## config.mk

```make
export PLATFORM = sky130hd
export DESIGN_NAME = mem_responder
export DESIGN_NICKNAME = d
export VERILOG_FILES = /design/src/rtl/mem_pkg.sv /design/src/rtl/mem_array.sv /design/src/rtl/mem_responder.sv
export SDC_FILE = /design/constraint.sdc
export NUM_CORES = 2
export LEC_CHECK = 0
export CAP_MARGIN = 20
export CELL_PAD_IN_SITES_DETAIL_PLACEMENT = 1
export CELL_PAD_IN_SITES_GLOBAL_PLACEMENT = 1
export CORE_UTILIZATION = 54
export CTS_BUF_LIST = sky130_fd_sc_hd__clkbuf_8 sky130_fd_sc_hd__clkbuf_16
export DETAILED_ROUTE_END_ITERATION = 10
export HOLD_SLACK_MARGIN = 0.06
export PLACE_DENSITY = 0.85
export SLEW_MARGIN = 15
export SYNTH_ARGS = -nofsm -noshare
export SYNTH_HDL_FRONTEND = slang
export SYNTH_SLANG_ARGS = --single-unit
export TNS_END_PERCENT = 5
```

## constraint.sdc

```tcl
create_clock -name clk -period 4.2 [get_ports clk]
set_input_delay 0.42 -clock clk [delete_from_list [all_inputs] [get_ports clk]]
set_output_delay 0.42 -clock clk [all_outputs]
set_load 0.05 [all_outputs]
```

## src/rtl/mem_pkg.sv

```systemverilog
// Shared types and constants for the wait-state memory responder.
package mem_pkg;

   typedef enum logic [1:0] {
      IDLE  = 2'd0,
      WAITS = 2'd1,
      RESP  = 2'd2
   } state_e;

   localparam int DEFAULT_DEPTH = 64;
   localparam int DEFAULT_WAIT  = 2;

   // Misaligned, or any address bit above the word index is set.
   function automatic logic addr_fault(
      input logic [31:0] adr,
      input int          aw
   );
      return (adr[1:0] != 2'b00) || ((adr >> (aw + 2)) != 32'd0);
   endfunction

endpackage

```

## src/rtl/mem_array.sv

```systemverilog
// Word storage: synchronous write, combinational read, no reset.
module mem_array #(
   parameter int DEPTH = 64,
   parameter int AW    = $clog2(DEPTH)
) (
   input  logic          clk_i,
   input  logic          we_i,
   input  logic [AW-1:0] waddr_i,
   input  logic [31:0]   wdata_i,
   input  logic [AW-1:0] raddr_i,
   output logic [31:0]   rdata_o
);

   logic [31:0] mem_q [DEPTH];

   always_ff @(posedge clk_i) begin
      if (we_i) begin
         mem_q[waddr_i] <= wdata_i;
      end
   end

   assign rdata_o = mem_q[raddr_i];

endmodule

```

## src/rtl/mem_responder.sv

```systemverilog
// Multicycle memory responder: request latch, wait-state FSM,
// address fault check and registered completion outputs.
module mem_responder
   import mem_pkg::*;
#(
   parameter int DEPTH = DEFAULT_DEPTH,
   parameter int WAIT  = DEFAULT_WAIT
) (
   input  logic        clk,
   input  logic        reset,
   input  logic        req,
   input  logic        we,
   input  logic [31:0] adr,
   input  logic [31:0] wdata,
   output logic [31:0] rdata,
   output logic        ready,
   output logic        err,
   output logic        busy
);

   localparam int AW = $clog2(DEPTH);
   localparam bit NO_WAIT = (WAIT == 0);
   localparam logic [3:0] WLOAD = (WAIT > 0) ? 4'(WAIT - 1) : 4'd0;

   state_e      state_q, state_d;
   logic [3:0]  cnt_q, cnt_d;
   logic        we_q, we_d;
   logic [31:0] adr_q, adr_d;
   logic [31:0] wdata_q, wdata_d;
   logic        ready_q, ready_d;
   logic        err_q, err_d;
   logic [31:0] rdata_q, rdata_d;

   logic        accept;
   logic        fault_cur;
   logic        fault_nxt;
   logic        enter_resp;
   logic        mem_we;
   logic [31:0] mem_rdata;

   assign accept    = (state_q == IDLE) && req;
   assign fault_cur = addr_fault(adr_q, AW);
   assign fault_nxt = addr_fault(adr_d, AW);

   // Inputs only matter in the IDLE cycle that accepts them.
   always_comb begin
      we_d    = we_q;
      adr_d   = adr_q;
      wdata_d = wdata_q;
      if (accept) begin
         we_d    = we;
         adr_d   = adr;
         wdata_d = wdata;
      end
   end

   always_ff @(posedge clk or negedge reset) begin
      if (!reset) begin
         state_q <= IDLE;
         cnt_q   <= 4'd0;
         we_q    <= 1'b0;
         adr_q   <= 32'd0;
         wdata_q <= 32'd0;
         ready_q <= 1'b0;
         err_q   <= 1'b0;
         rdata_q <= 32'd0;
      end else begin
         state_q <= state_d;
         cnt_q   <= cnt_d;
         we_q    <= we_d;
         adr_q   <= adr_d;
         wdata_q <= wdata_d;
         ready_q <= ready_d;
         err_q   <= err_d;
         rdata_q <= rdata_d;
      end
   end

   always_comb begin
      state_d = state_q;
      cnt_d   = cnt_q;
      unique case (state_q)
         IDLE: begin
            if (req) begin
               if (fault_nxt || NO_WAIT) begin
                  state_d = RESP;
               end else begin
                  state_d = WAITS;
                  cnt_d   = WLOAD;
               end
            end
         end
         WAITS: begin
            if (cnt_q == 4'd0) begin
               state_d = RESP;
            end else begin
               cnt_d = cnt_q - 4'd1;
            end
         end
         RESP: begin
            state_d = IDLE;
         end
         default: begin
            state_d = IDLE;
            cnt_d   = 4'd0;
         end
      endcase
   end

   // Completion outputs are set on the edge that enters RESP.
   always_comb begin
      enter_resp = (state_d == RESP) && (state_q != RESP);
      ready_d    = enter_resp;
      err_d      = enter_resp && fault_nxt;
      rdata_d    = rdata_q;
      if (enter_resp && !we_d && !fault_nxt) begin
         rdata_d = mem_rdata;
      end
   end

   assign mem_we = (state_q == RESP) && we_q && !fault_cur;

   mem_array #(
      .DEPTH (DEPTH),
      .AW    (AW)
   ) u_mem (
      .clk_i   (clk),
      .we_i    (mem_we),
      .waddr_i (adr_q[AW+1:2]),
      .wdata_i (wdata_q),
      .raddr_i (adr_d[AW+1:2]),
      .rdata_o (mem_rdata)
   );

   assign rdata = rdata_q;
   assign ready = ready_q;
   assign err   = err_q;
   assign busy  = (state_q != IDLE);

endmodule

```

---- Yosys cells after proc, flatten, opt, wreduce, memory -nomap -nowiden ----
Memory sizes are Yosys's and may differ from the RTL's. A register that Yosys moved wholly into a read port is not among the register bits.
Index checks and enable logic that the tools add are counted.
operators by class
  bitwise logic cells ..................... 1
  reductions and logical operators ........ 21
  add/subtract/negate cells ............... 1
  equal/unequal tests ..................... 7
  muxes and demuxes ....................... 12
operator list
  kind                                                                 number
  32-bit nonzero test                                                  2
  32-bit two-way mux                                                   1
  4-bit two-way mux                                                    3
  4-bit case mux with 3 select lines                                   1
  2-bit != test (second input constant)                                4
  1-bit logical AND                                                    7
  2-bit two-way mux                                                    3
  2-bit nonzero test                                                   3
  2-bit == test (second input constant)                                2
  1-bit zero test                                                      4
  4-bit zero test                                                      1
  2-bit case mux with 2 select lines                                   1
  4-bit AND reduction                                                  1
  4-bit by 1-bit subtractor with 4-bit output (second input constant)  1
  1-bit two-way mux                                                    3
  2-bit by 1-bit == test with 1-bit output (second input constant)     1
  2-bit zero test                                                      1
  1-bit logical OR                                                     2
  1-bit inverter                                                       1
word-level totals
  output and inout port bits .............. 35
  memory bits (writable) .................. 2048
  bits in registers ....................... 73
  memories kept ........................... 1
  input port bits ......................... 68
memory list
  name         depth  width  read ports  clocked after Yosys merged registers in  wr ports  RTL line         RTL
  u_mem.mem_q  64     32     1           1                                        1         mem_array.sv:14  logic [31:0] mem_q [DEPTH];

---- Depth between registers and ports, before layout ----
  depth in word-level cells ............... 12
  depth in mapped cells ................... 13

---- By module ----
From an unflattened synthesis, not the netlist that was laid out.
unflattened totals
  cells, all modules ...................... 3697
  area, all modules ....................... 82211.3 sq um
by module, submodules not included
  module         area an instance (sq um)  cells each  instances  sequential area each (sq um)
  mem_array      77874.7                   3292        1          61499.0
  mem_responder  4336.7                    405         1          2627.5

---- Worst setup path before layout ----
No wires, ideal clock.
  path type ............................... reg2reg
  start ................................... reg adr_q[12]
  end ..................................... mem u_mem.mem_q[46][0] (enable)
  arrival ................................. 2.969 ns
  buffers on the path ..................... 0
  stages on the path, launching flop included .. 7
  library setup time ...................... 0.421 ns
  slack ................................... 0.810 ns
  data required time ...................... 3.779 ns
  cells stage by stage .................... dfrtp_1 or4_1 nor3_1 nand2_1 nor2_1 nand3_1 nor2_1
on the way
  longest elaborated chain between the ends .. 6
ends and longest elaborated chain
  item                                     RTL line              RTL
  from (decl)                              mem_responder.sv:28   logic [31:0] adr_q, adr_d;
  from (signal assigned)                   mem_responder.sv:71   adr_q <= adr_d;
  32-bit nonzero test                      mem_pkg.sv:18         return (adr[1:0] != 2'b00) || ((adr >> (aw + 2)) != 32'd0);
  1-bit logical OR                         mem_pkg.sv:18
  1-bit zero test                          mem_responder.sv:121  assign mem_we = (state_q == RESP) && we_q && !fault_cur;
  1-bit logical AND                        mem_responder.sv:121
  1-bit two-way mux                        mem_array.sv:17       if (we_i) begin
  1-bit two-way mux (implied by the code)  mem_array.sv:18       mem_q[waddr_i] <= wdata_i;
  to (decl)                                mem_array.sv:14
No other way between the ends.

---- Final worst setup path ----
  start ................................... reg state_q[1]
  end ..................................... reg rdata_q[13], in the netlist rdata[13] (read register of u_mem.mem_q)
on the way
  longest elaborated chain between the ends .. 12
  elaborated cells between the ends (all ways) .. 19
  classes of those cells .................. eq/ne: 3; mux: 6; reduce/logical: 10
ends and longest elaborated chain
  item                                                              RTL line                                  RTL
  from (decl)                                                       mem_responder.sv:25                       state_e state_q, state_d;
  from (signal assigned)                                            mem_responder.sv:68                       state_q <= state_d;
  2-bit zero test                                                   mem_responder.sv:41, mem_responder.sv:82
  1-bit logical AND                                                 mem_responder.sv:41                       assign accept = (state_q == IDLE) && req;
  32-bit two-way mux                                                mem_responder.sv:50                       if (accept) begin
  32-bit nonzero test / 2-bit nonzero test (equally long branches)  mem_pkg.sv:18
  1-bit logical OR                                                  mem_pkg.sv:18
  2-bit two-way mux                                                 mem_responder.sv:85                       if (fault_nxt || NO_WAIT) begin
  2-bit two-way mux                                                 mem_responder.sv:84                       if (req) begin
  2-bit case mux with 2 select lines                                mem_responder.sv:82                       unique case (state_q)
  2-bit == test                                                     mem_responder.sv:112                      enter_resp = (state_d == RESP) && (state_q != RESP);
  1-bit logical AND                                                 mem_responder.sv:112
  1-bit logical AND (2 in series)                                   mem_responder.sv:116                      if (enter_resp && !we_d && !fault_nxt) begin
  to (decl)                                                         mem_responder.sv:32                       logic [31:0] rdata_q, rdata_d;
Several ways; a longest one is shown, not always the timed one.
A chain may end at the register's enable or synchronous reset.

==> impl_metrics.csv <==
group,metric,value,unit
route,drc,10,
worst_setup_path,r2r_cells,10,
route,viasPerCell,7.071,
synthesis,yosysSeqAreaShare,76.15,%
worst_setup_path,cp-end-kind,"flip-flop",
outcome,violations,"design-rule violations, negative setup slack",
clocking,cts_max_level,4,
cells_and_area,seq_area,64170,sq um
timing,worstMarginPinSlew,1.187,ns
clocking,clockBufferDepth,3,
clocking,cts_num_sinks,2153,
global_routing,grt_max_degree,138,
pwr,p_sw,13.48,mW
clocking,clk_pin_slew,0.07,ns
place,placed_cell_area,90410,sq um
timing,fin_crit_sh,105.5,%
pwr,clkPwrFrac,38.5,%
timing,slew_violations,0,
worst_hold_path,whs_path_depth,3,
cells_and_area,synthToLayoutAreaGrowth,15.66,%
worst_setup_path,r2r_setup_slack,-0.23,ns
route,antenna_left,0,
synthesis,syn_nets,5477,
global_routing,grtUsageTotal,37.95,%
pwr,p_leak,33.85,nW
synthesis,synth_area_per_cell,15.57,sq um
cells_and_area,nNetsFinal,5787,
route,wl,301200,um
pwr,switching_share,26.83,%
pwr,pwr-share-seq,48.8,%
clocking,cts_tree,"yes",
worst_hold_path,hold-path-endpoint,"wdata_q[11]",
floorplan,ios,103,
pwr,p_int,36.75,mW
pwr,p_per_area,515.7,nW/um^2
timing,finalSetupViolCount,3,
route,wl_per_cell,37.92,um
floorplan,chipHeight,396.9,um
clocking,clockRootBuffer,"clkbuf_16",
timing,final_hold_viol_count,0,
pwr,ir_worst_vdd,0.3636,mV
worst_setup_path,crit_arrival,5.18,ns
global_routing,grt-ovfl-total,0,
worst_setup_path,path_class,"flip-flop to flip-flop",
floorplan,dieArea,157500,sq um
worst_setup_path,r2r-end,"rdata[13]",
timing,slew_headroom,20.33,%
worst_setup_path,crit_fanout,32,
timing,fin_tns_setup,-0.2998,ns
global_routing,grt_pass1_wl,423700,um
route,num_vias,56162,
synthesis,synthCells,5407,
place,dp.final_hpwl,158200,um
clocking,clk_latency,0.88,ns
outcome,status,"finished with violations",
place,portBuffers,102,
worst_hold_path,hold_class,"input port to flip-flop",
worst_setup_path,r2r-start,"state_q[1]",
synthesis,synth-async-reset-ratio,4.877,%
floorplan,start_util,54.54,%
global_routing,antenna_found_initial,28,
route,firstDrtPassIters,9,
cells_and_area,final_util,63.08,%
timing,whs,0.09929,ns
synthesis,yosysWarnings,0,
pwr,comb_power_share,12.7,%
clocking,cts_buffers,209,
global_routing,grt_pass1_vias,58544,
worst_setup_path,crit_required,4.95,ns
place,dp_slack,-0.1849,ns
timing,rsz0062_at_grt,"no",
synthesis,synth-main-ff-cell,"edfxtp_1",
cells_and_area,stdcell_area,97400,sq um
timing,fin_crit,4.433,ns
worst_setup_path,critPathLaunch,"state_q[1]",
cells_and_area,drive_above_1_share,13.67,%
cells_and_area,multiInputGateArea,19240,sq um
route,drt_iter0_drc,8820,
place,routabilityCongestion,0.8710,
synthesis,synth-edff-count,2048,
flow_run,max_cap_violations,0,
timing,fin_skew,0.04933,ns
floorplan,core,154400,sq um
floorplan,row_count,144,
synthesis,synthesis.area,84210,sq um
synthesis,synth_cell_types,63,
worst_setup_path,setup.worst_path.start_class,"flip-flop",
synthesis,synth_seq_cells,2153,
worst_hold_path,min_from,"wdata[11]",
cells_and_area,fillerInstances,13498,
timing,fin_ws,-0.2325,ns
floorplan,die_w,396.9,um
timing,fmax,225.6,MHz
Yosys cell counts, types with 10 or more instances:
master	count	share of area (%)
edfxtp_1	2048	73
nand2_1	1096	4.9
mux2i_1	650	7.7
nand3_1	407	2.4
clkbuf_1	200	0.89
dfrtp_1	105	3.1
o22ai_1	100	0.74
nor2_1	78	0.35
buf_2	75	0.45
and3_1	49	0.36
a221oi_1	48	0.50
a31oi_1	47	0.35
a211oi_1	44	0.39
mux4_2	44	1.2
buf_1	41	0.18
a32oi_1	40	0.42
and4_1	31	0.32
nor4_1	30	0.22
inv_1	28	0.12
a21oi_1	26	0.15
a32o_1	23	0.27
a2111o_1	22	0.29
a311oi_1	22	0.23
o221ai_1	22	0.23
nand4_1	19	0.14
buf_4	11	0.098
nor3_1	10	0.059
state kept, by name (all words and copies together), names as in the netlist:
signal	cells
ready	1
we_q	1
u_mem.mem_q	2048
wdata_q	32
adr_q	32
state_q	2
cnt_q	4
err	1
rdata	32
repair_timing:
item,CTS,global route
resized for setup,0,8
endpoints found under the setup margin,0,9
hold buffers,7,0
endpoints found under the hold margin,72,0
setup buffers,0,0
worst max-delay path, cell delays in order (launching register included):
cell      delay [ns]
dfrtp_1         0.55
nor4bb_4        0.61
a21oi_4         0.13
inv_8           0.36
buf_12          0.30
a211oi_1        0.12
a311oi_1        0.95
nor4_2          0.16
buf_4           0.25
a2111o_1        0.50
a221oi_1        0.35
worst max-delay path by stage:
stage / depth (start not counted) / to
floorplan: 6 / u_mem.mem_q[46][0]
global placement: 11 / rdata[13]
detailed placement: 10 / rdata[15]
CTS: 10 / rdata[21]
global route: 11 / rdata[9]
finish: 10 / rdata[13]
cells in the final DEF (no fill, tap or decap), types with 42 or more instances in the layout:
| master | Yosys | final |
|---|---|---|
| a211oi_1 | 44 | 44 |
| a221oi_1 | 48 | 48 |
| a31oi_1 | 47 | 47 |
| and3_1 | 49 | 49 |
| buf_12 | 0 | 77 |
| buf_4 | 11 | 238 |
| clkbuf_16 | 0 | 213 |
| clkdlybuf4s50_1 | 0 | 101 |
| clkinv_1 | 2 | 42 |
| clkinv_2 | 0 | 42 |
| dfrtp_1 | 105 | 73 |
| edfxtp_1 | 2048 | 2048 |
| inv_1 | 28 | 69 |
| mux2i_1 | 650 | 647 |
| mux4_2 | 44 | 44 |
| nand2_1 | 1096 | 1096 |
| nand3_1 | 407 | 406 |
| nor2_4 | 0 | 68 |
| o22ai_1 | 100 | 100 |
logic make-up (layout without fill, tap and decap cells):
logic type	Yosys count	in the layout	share of synthesized area [%]
flip-flops	2153	2153	76.15
other	0	3	0
adder cells (fa/ha/maj)	2	2	0.02971
buffers and inverters	360	849	1.783
AO/OA/AOI/OAI	443	443	4.052
AND/OR/NAND/NOR	1752	1752	9.026
multiplexers	697	697	8.957
cell type report:
type,count,area share [%]
diodes,3,0.007708
clock buffers,226,5.656
clock inverters,164,1.381
inverters,31,0.1349
multi-input cells,2894,19.75
flip-flops and latches,2153,65.88
well taps,2044,2.626
repair buffers,428,4.559
power by group through the flow:
stage                     Sequential [mW]  Combinational [mW]  Clock, mW
final                                24.5                6.36       19.4
after floorplan                      25.1                2.83          0
after global placement               24.9                5.46          0
after CTS                            24.5                6.08       19.3
after global routing                 24.5                6.43       19.9
after detailed placement             24.9                5.81          0
per-layer routing:
metal | wire length (um) | global-route usage (%)
met1 | 99890 | 46.48
met2 | 139600 | 59.12
met3 | 40530 | 11.14
met4 | 20960 | 24.27
met5 | 213 | 0
through the flow:
step,total power [mW],instances
5_1_grt,50.87,7940
2_1_floorplan,27.90,5407
6_report,50.23,7943
3_5_place_dp,30.75,7541
3_3_place_gp,30.35,7538
4_1_cts,49.88,7938
Power figures use the tool's default switching activity.
